## src/rtl/midi_parser.sv

```systemverilog
// MIDI byte-stream parser: tracks running status, assembles voice messages and
// emits registered event ticks with held data for one selected channel.
module midi_parser #(
  parameter int unsigned CHANNEL = 0
) (
  input  logic        clk,
  input  logic        reset,
  input  logic        rx_done_tick,
  input  logic [7:0]  din,
  output logic        note_on_tick,
  output logic        note_off_tick,
  output logic        cc_tick,
  output logic        bend_tick,
  output logic [6:0]  note,
  output logic [6:0]  velocity,
  output logic [6:0]  cc_num,
  output logic [6:0]  cc_val,
  output logic [13:0] bend
);

  localparam logic [3:0] CH = CHANNEL[3:0];

  typedef enum logic [1:0] {IDLE, DATA1, DATA2, SYSEX} state_t;

  state_t      state_q, state_d;
  logic [7:0]  status_q, status_d;
  logic [6:0]  d1_q, d1_d;
  logic        noteOn_q, noteOn_d;
  logic        noteOff_q, noteOff_d;
  logic        cc_q, cc_d;
  logic        bend_q, bend_d;
  logic [6:0]  note_q, note_d;
  logic [6:0]  vel_q, vel_d;
  logic [6:0]  ccNum_q, ccNum_d;
  logic [6:0]  ccVal_q, ccVal_d;
  logic [13:0] bendVal_q, bendVal_d;

  logic        msgDone;
  logic [6:0]  msgD1;
  logic [6:0]  msgD2;

  always_comb begin
    state_d   = state_q;
    status_d  = status_q;
    d1_d      = d1_q;
    noteOn_d  = 1'b0;
    noteOff_d = 1'b0;
    cc_d      = 1'b0;
    bend_d    = 1'b0;
    note_d    = note_q;
    vel_d     = vel_q;
    ccNum_d   = ccNum_q;
    ccVal_d   = ccVal_q;
    bendVal_d = bendVal_q;
    msgDone   = 1'b0;
    msgD1     = d1_q;
    msgD2     = 7'd0;

    // Realtime bytes (F8-FF) fall through untouched so they can interleave anywhere.
    if (rx_done_tick && din < 8'hF8) begin
      if (din[7]) begin
        if (din < 8'hF0) begin
          status_d = din;
          state_d  = DATA1;
        end else begin
          status_d = 8'h00;
          state_d  = (din == 8'hF0) ? SYSEX : IDLE;
        end
      end else begin
        case (state_q)
          DATA1: begin
            d1_d = din[6:0];
            if (status_q[7:4] == 4'hC || status_q[7:4] == 4'hD) begin
              msgDone = 1'b1;
              msgD1   = din[6:0];
            end else begin
              state_d = DATA2;
            end
          end
          DATA2: begin
            msgDone = 1'b1;
            msgD2   = din[6:0];
            state_d = DATA1;
          end
          default: ;
        endcase
      end
    end

    if (msgDone && status_q[3:0] == CH) begin
      case (status_q[7:4])
        4'h8: begin
          noteOff_d = 1'b1;
          note_d    = msgD1;
          vel_d     = msgD2;
        end
        4'h9: begin
          noteOn_d  = (msgD2 != 7'd0);
          noteOff_d = (msgD2 == 7'd0);
          note_d    = msgD1;
          vel_d     = msgD2;
        end
        4'hB: begin
          cc_d    = 1'b1;
          ccNum_d = msgD1;
          ccVal_d = msgD2;
        end
        4'hE: begin
          bend_d    = 1'b1;
          bendVal_d = {msgD2, msgD1};
        end
        default: ;
      endcase
    end
  end

  always_ff @(posedge clk) begin
    if (reset) begin
      state_q   <= IDLE;
      status_q  <= 8'h00;
      d1_q      <= 7'd0;
      noteOn_q  <= 1'b0;
      noteOff_q <= 1'b0;
      cc_q      <= 1'b0;
      bend_q    <= 1'b0;
      note_q    <= 7'd0;
      vel_q     <= 7'd0;
      ccNum_q   <= 7'd0;
      ccVal_q   <= 7'd0;
      bendVal_q <= 14'h2000;
    end else begin
      state_q   <= state_d;
      status_q  <= status_d;
      d1_q      <= d1_d;
      noteOn_q  <= noteOn_d;
      noteOff_q <= noteOff_d;
      cc_q      <= cc_d;
      bend_q    <= bend_d;
      note_q    <= note_d;
      vel_q     <= vel_d;
      ccNum_q   <= ccNum_d;
      ccVal_q   <= ccVal_d;
      bendVal_q <= bendVal_d;
    end
  end

  assign note_on_tick  = noteOn_q;
  assign note_off_tick = noteOff_q;
  assign cc_tick       = cc_q;
  assign bend_tick     = bend_q;
  assign note          = note_q;
  assign velocity      = vel_q;
  assign cc_num        = ccNum_q;
  assign cc_val        = ccVal_q;
  assign bend          = bendVal_q;

endmodule

```

## config.mk

```make
export PLATFORM = sky130hd
export DESIGN_NAME = midi_parser
export DESIGN_NICKNAME = d
export VERILOG_FILES = /design/src/rtl/midi_parser.sv
export SDC_FILE = /design/constraint.sdc
export NUM_CORES = 1
export LEC_CHECK = 0
export CORE_MARGIN = 5
export CORE_UTILIZATION = 40
export CTS_CLUSTER_DIAMETER = 30
export DETAILED_ROUTE_END_ITERATION = 8
export GPL_TIMING_DRIVEN = 0
export PLACE_DENSITY = 0.66
export REMOVE_ABC_BUFFERS = 1
export SETUP_SLACK_MARGIN = 0.05
export SYNTH_ARGS = -nofsm -noshare
export SYNTH_HDL_FRONTEND = slang
export SYNTH_SLANG_ARGS = --single-unit
```

## constraint.sdc

```tcl
create_clock -name clk -period 4.4 [get_ports clk]
set_input_delay 0.66 -clock clk [delete_from_list [all_inputs] [get_ports clk]]
set_output_delay 0.66 -clock clk [all_outputs]
set_load 0.01 [all_outputs]
```

==> summary.txt, run 1 <==
Final layout
  – Share of post-route cells with drive strength above 1: 0.146
  – Nets: 324
  – Most frequent cells in the layout: dfxtp_1 (63), clkdlybuf4s50_1 (55), nor2_1 (44)
  – Fillers: 593
  – Syn-to-layout area delta: 31.8%
  – # diodes: 0
  – Layout Cells excl Fill: slightly below 400
  – Commonest non-fill, non-tap cell in the layout: dfxtp_1

Global route
  – Total Routing Usage GR: 0.152
  – Pin count of the biggest net entering global routing: 47
  – Vias in the first global route: approximately 2k
  – First-pass GRT wire length: 10.1 mm
  – Initial antenna violation count: 0
  – Global route overflow: 0

Timing
  – Final Max Slew Viols: 0
  – Slew HR: 0.391
  – Worst Slack Setup Final: 1.21 ns
  – Worst clock skew: 0.00793 ns
  – Final hold vios: 0
  – Worst slew pin tran: 0.906 ns
  – Max Freq: 0.313 GHz
  – RSZ-0062 raised after global routing: false
  – Ratio of final minimum period to clock period: 0.726
  – Total negative slack: 0 ns
  – Setup-failing EPs final: 0
  – Min Tclk post-route: roughly 3.2 ns

Floorplanning
  – Die Height: 90.7 µm
  – Initial Util: 0.410
  – Die width: a little over 90 µm
  – Rows: 29
  – Core area: 6350 µm²
  – Ports: 57
  – Die ar.: 8220 µm²

Power and ir drop
  – Pwr Density: 347 nW/µm²
  – Pleak: 1.15 nW
  – Overall Power: about 0.0012 W
  – Peak supply drop: approximately 0.00020 V

Yosys
  – Post-Synthesis Cell Area: ~2600 µm²
  – Seq/Total Area, Yosys: 0.484
  – Yosys reg bits: 63
  – Async set or reset register ratio after synthesis: 0
  – Syn_area_per_cell: just over 10 µm²
  – Synth warn: 0
  – Cells after synthesis: 257
  – Count of different cell masters after synthesis: 37
  – Top FF cell, synth: dfxtp_1
  – Number of synthesized flops with an enable pin: 0

Route
  – Initial DRT Pass Iterations: 4
  – # DRC: 0
  – Detailed router's first-iteration violation count: 126
  – DR vias: 2044
  – WL final: 5.94 mm
  – Routed len/inst: about 15 µm
  – Via/cell ratio: 5.20
  – Final ANT Viol Nets: 0

Place
  – GPL Wtd Cong: 0.844
  – Place WS: 0.843 ns
  – Count of buffers from port buffering: 56
  – HPWL after DPL: 4.05 mm
  – Placed cell count: ~380

Clock network
  – Cts hold-fix bufs: 0
  – Worst-Skew Late Latency: 0.33 ns
  – Clock slew at reported path FFs: 0.07 ns
  – Root Buffer Master: clkbuf_8
  – PostCTS Resize Cnt: 0
  – H-tree Lvls: 3
  – Setup Fix Bufs, Post-CTS: 0
  – Deepest clock path buffer count: 2
  – CTS tree: yes
  – CTS buffer count: 9
  – Clock sinks: 63

Worst hold path
  – Worst Hold End: status_q[3]$_SDFFE_PP0P_
  – Hold_sp: status_q[3]$_SDFFE_PP0P_
  – Hold-critical path depth: 2
  – Min-delay worst type: reg -> reg

Worst setup path
  – R2r endpoint: bend[13]$_SDFFE_PP1P_
  – Critical Path RT: 4.63 ns
  – Max Fanout on Critical Path: 16
  – Worst Setup End Kind: flop
  – Worst Setup Start Kind: input port
  – R2R depth: 7
  – Crit path kind: in -> reg
  – Worst path arrival time: 3.42 ns
  – Setup slack, reg-to-reg: 1.66 ns
  – R2r startpoint: state_q[0]$_SDFFE_PP0P_

Job
  – Max-Cap Viols: 0

Outcome
  – Status: finished, final reports clean
flip-flops by register name (all words and copies together), names as in the netlist, 2 cells and up:
name      count
bend         14
status_q      8
cc_num        7
cc_val        7
d1_q          7
note          7
velocity      7
state_q       2
through the flow:
stage	cell area (µm²)	hold slack [ns]	util
final	3430	0.458	0.540
after global routing	3430	0.490	0.540
after CTS	3430	0.453	0.540
after detailed placement	3210	0.444	0.505
after global placement	3160	0.440	0.498
after floorplan	2510	0.421	-
cells in the mapped netlist, types with 2 or more instances:
master,n,share of area
clkbuf_1,9,0.013
nor3b_1,2,0.0058
nand4_1,8,0.019
buf_2,2,0.0038
nand2_1,10,0.014
mux2i_1,34,0.13
buf_6,4,0.017
a211oi_1,11,0.032
nor3_1,2,0.0038
ha_1,2,0.0096
a21oi_1,8,0.015
a211oi_2,10,0.048
inv_1,2,0.0029
or4_1,2,0.0058
nor2_1,44,0.063
and2_1,8,0.019
nor2b_1,4,0.0096
dfxtp_1,63,0.48
nand3_1,5,0.0096
nor2_2,8,0.019
nand3b_1,2,0.0058
nor4_4,2,0.016
power by group:
| part | switching [W] | internal (W) | total, W |
|---|---|---|---|
| clock | 0.000225 | 0.000319 | 0.000544 |
| combinational | 0.0000392 | 0.0000253 | 0.0000645 |
| sequential | 0.00000553 | 0.000576 | 0.000582 |
| total | 0.000270 | 0.000921 | 0.00119 |
metal layers:
layer,GRT usage,vias to the layer above,part of all wire
li1,-,1023,-
met1,0.202,940,0.48
met2,0.229,73,0.46
met3,0.0350,8,0.056
met4,0.0744,0,0.013
met5,0,-,0
cell families after synthesis:
| logic type | after synthesis | synth area share |
|---|---|---|
| buffers and inverters | 19 | 0.0404 |
| adders and majority gates | 2 | 0.00961 |
| and+or+nand+nor | 105 | 0.222 |
| DFF | 63 | 0.484 |
| muxes | 35 | 0.135 |
| AOI/OAI and AO/OA | 33 | 0.109 |
worst max-delay path, cell delays in order:
cell and delay (ns):
clkdlybuf4s50_1 0.69, or4b_4 0.68, nor4_4 0.77, buf_6 0.29, nor2b_1 0.07, a211o_1 0.26
area by class of cell:
| class | count | area [µm²] | share of cell area |
|---|---|---|---|
| Sequential cell | 63 | 1260 | 0.368 |
| Multi-Input combinational cell | 175 | 1240 | 0.361 |
| Timing Repair Buffer | 60 | 607 | 0.177 |
| Clock buffer | 9 | 124 | 0.0361 |
| Clock inverter | 7 | 97.6 | 0.0284 |
| Tap cell | 77 | 96.3 | 0.0281 |
| Inverter | 2 | 7.51 | 0.00219 |
how the worst max path moves through the flow:
stage / startpoint / endpoint / slack [ns] / cells after the start
final: din[7] / bend[13]$_SDFFE_PP1P_ / 1.21 / 6
after global routing: din[7] / bend[13]$_SDFFE_PP1P_ / 1.11 / 6
after CTS: din[7] / bend[13]$_SDFFE_PP1P_ / 1.21 / 6
after detailed placement: din[7] / bend[13]$_SDFFE_PP1P_ / 0.84 / 6
after global placement: din[7] / bend[7]$_SDFFE_PP0P_ / 0.40 / 5
after floorplan: din[7] / bend[13]$_SDFFE_PP1P_ / 1.65 / 4
No activity file was read; power rests on OpenSTA's default activity.
==> run 2: changes to the inputs <==
clock period = 3.1 ns   (was 4.4 ns; I/O delays follow)
==> summary.txt, run 2 (synthesis gave the netlist of run 1 again) <==
Outcome
  – Status: finished, final reports clean

Clock network
  – H-tree Lvls: 3
  – Deepest clock path buffer count: 2
  – Worst-Skew Late Latency: 0.33 ns
  – Cts hold-fix bufs: 0
  – Clock sinks: 63
  – CTS tree: yes
  – Clock slew at reported path FFs: 0.07 ns
  – PostCTS Resize Cnt: 0
  – Setup Fix Bufs, Post-CTS: 0
  – CTS buffer count: 9
  – Root Buffer Master: clkbuf_8

Place
  – GPL Wtd Cong: between 0.8 and 0.9
  – Count of buffers from port buffering: 56
  – HPWL after DPL: 4.05 mm

Floorplanning
  – Die ar.: 8220 µm²
  – Die Height: 90.7 µm
  – Ports: 57
  – Initial Util: 0.410
  – Rows: 29
  – Die width: 90.7 µm
  – Core area: 6350 µm²

Route
  – # DRC: 0
  – Metal3 WL: around 260 µm
  – Met2 WL: 2.72 mm
  – Final ANT Viol Nets: 0
  – Routed len/inst: between 15 and 20 µm
  – WL final: 5.95 mm
  – DR vias: 2028
  – Top sig layer: met4
  – Via/cell ratio: 5.16
  – Initial DRT Pass Iterations: 4
  – Detailed router's first-iteration violation count: between 100 and 150
  – Length of routed wiring on met1: ~2.9 mm

Power and ir drop
  – Peak supply drop: 0.000284 V
  – Clock share of power: 0.457
  – Pwr Density: 492 nW/µm²
  – Net Sw Frac: 0.226
  – Int Power: 0.00131 W
  – Power share of the combinational group: 0.054
  – Overall Power: 0.00169 W
  – Reg power frac: 0.489
  – Switching power total: 0.000381 W
  – Pleak: around 1.1 nW

Global route
  – Total Routing Usage GR: 0.152
  – Vias in the first global route: 2013
  – Pin count of the biggest net entering global routing: 47
  – Initial antenna violation count: 0
  – Global route overflow: 0
  – First-pass GRT wire length: 10.1 mm

Job
  – Max-Cap Viols: 0

Timing
  – Total negative slack: 0 ns
  – Max Freq: 0.343 GHz
  – Setup-failing EPs final: 0
  – Final Max Slew Viols: 0
  – Worst slew pin tran: 0.896 ns
  – Min Tclk post-route: 2.92 ns
  – RSZ-0062 raised after global routing: false
  – Final hold vios: 0
  – Ratio of final minimum period to clock period: 0.941
  – Slew HR: 0.398
  – Worst clock skew: 0.00795 ns

Final layout
  – Fillers: 593
  – Share of post-route cells with drive strength above 1: 0.146
  – # diodes: 0
  – Syn-to-layout area delta: 31.8%
  – Max FFs per register: 14
  – Commonest non-fill, non-tap cell in the layout: dfxtp_1
  – Nets: 324
  – Most frequent cells in the layout: dfxtp_1 (63), clkdlybuf4s50_1 (55), nor2_1 (44)

Worst setup path
  – R2r startpoint: state_q[0]$_SDFFE_PP0P_
  – Worst Setup Start Kind: input port
  – Critical Path RT: 3.32 ns
  – Max Fanout on Critical Path: 16
  – Crit path launch: din[7]
  – Worst Setup End Kind: flop
  – Top delay family on crit path: simple AND/OR/NAND/NOR gates
  – Worst path arrival time: 3.14 ns
  – Slowest CP cell: clkdlybuf4s50_1
  – Largest stage delay, worst path: 0.69 ns
  – Crit path cell chain: clkdlybuf4s50_1 > or4b_4 > nor4_4 > buf_6 > nor2b_1 > a211o_1
  – Worst Path Buf+Inv: 2
  – Crit path kind: in -> reg

Worst hold path
  – Hold_sp: status_q[3]$_SDFFE_PP0P_
  – Min-delay worst type: reg -> reg
run 2: cell counts in the layout (fill, tap and decap cells not counted):
No cell type changed its count.
run 2: layout make-up:
type,instances,area [µm²],area share
clock buffers,9,124,0.0361
multi-input cells,175,1240,0.361
repair buffers,60,607,0.177
clock inverters,7,97.6,0.0284
flip-flops and latches,63,1260,0.368
inverters,2,7.51,0.00219
well taps,77,96.3,0.0281
run 2: worst min-delay path, delay by kind of cell (launching register included):
family,cells,cell delay (ns)
flops,1,0.31
simple gates,1,0.05
compound gates,1,0.05
run 2: stage by stage:
stage	util	hold slack, ns	setup WS, ns	instance area, µm²	cells
after CTS	0.540	0.453	0.103	3430	393
after floorplan	-	0.421	0.380	2510	240
after global routing	0.540	0.490	0.0723	3430	393
after detailed placement	0.505	0.444	-0.262	3210	377
final	0.540	0.452	0.184	3430	393
after global placement	0.498	0.440	-0.704	3160	373
run 2: path summary, 6_finish.rpt:
path                                            endpoint  slack [ns]  cells past startpoint
worst min register to register  status_q[3]$_SDFFE_PP0P_        0.45                      2
worst max register to register     bend[13]$_SDFFE_PP1P_        0.44                      7
worst max-delay path               bend[13]$_SDFFE_PP1P_        0.18                      6
worst min-delay path            status_q[3]$_SDFFE_PP0P_        0.45                      2
run 2: metal layers:
metal,track usage,vias up
met5,0,-
met1,0.202,943
met2,0.229,57
met4,0.0744,0
met3,0.0350,6
li1,-,1022
run 2: power groups by stage:
stage | registers (W) | clock network (W) | logic (W)
2_1_floorplan | 0.000842 | 0 | 0.0000394
3_3_place_gp | 0.000843 | 0 | 0.0000879
3_5_place_dp | 0.000844 | 0 | 0.0000910
4_1_cts | 0.000825 | 0.000797 | 0.0000912
5_1_grt | 0.000826 | 0.000829 | 0.000100
6_report | 0.000826 | 0.000771 | 0.0000916
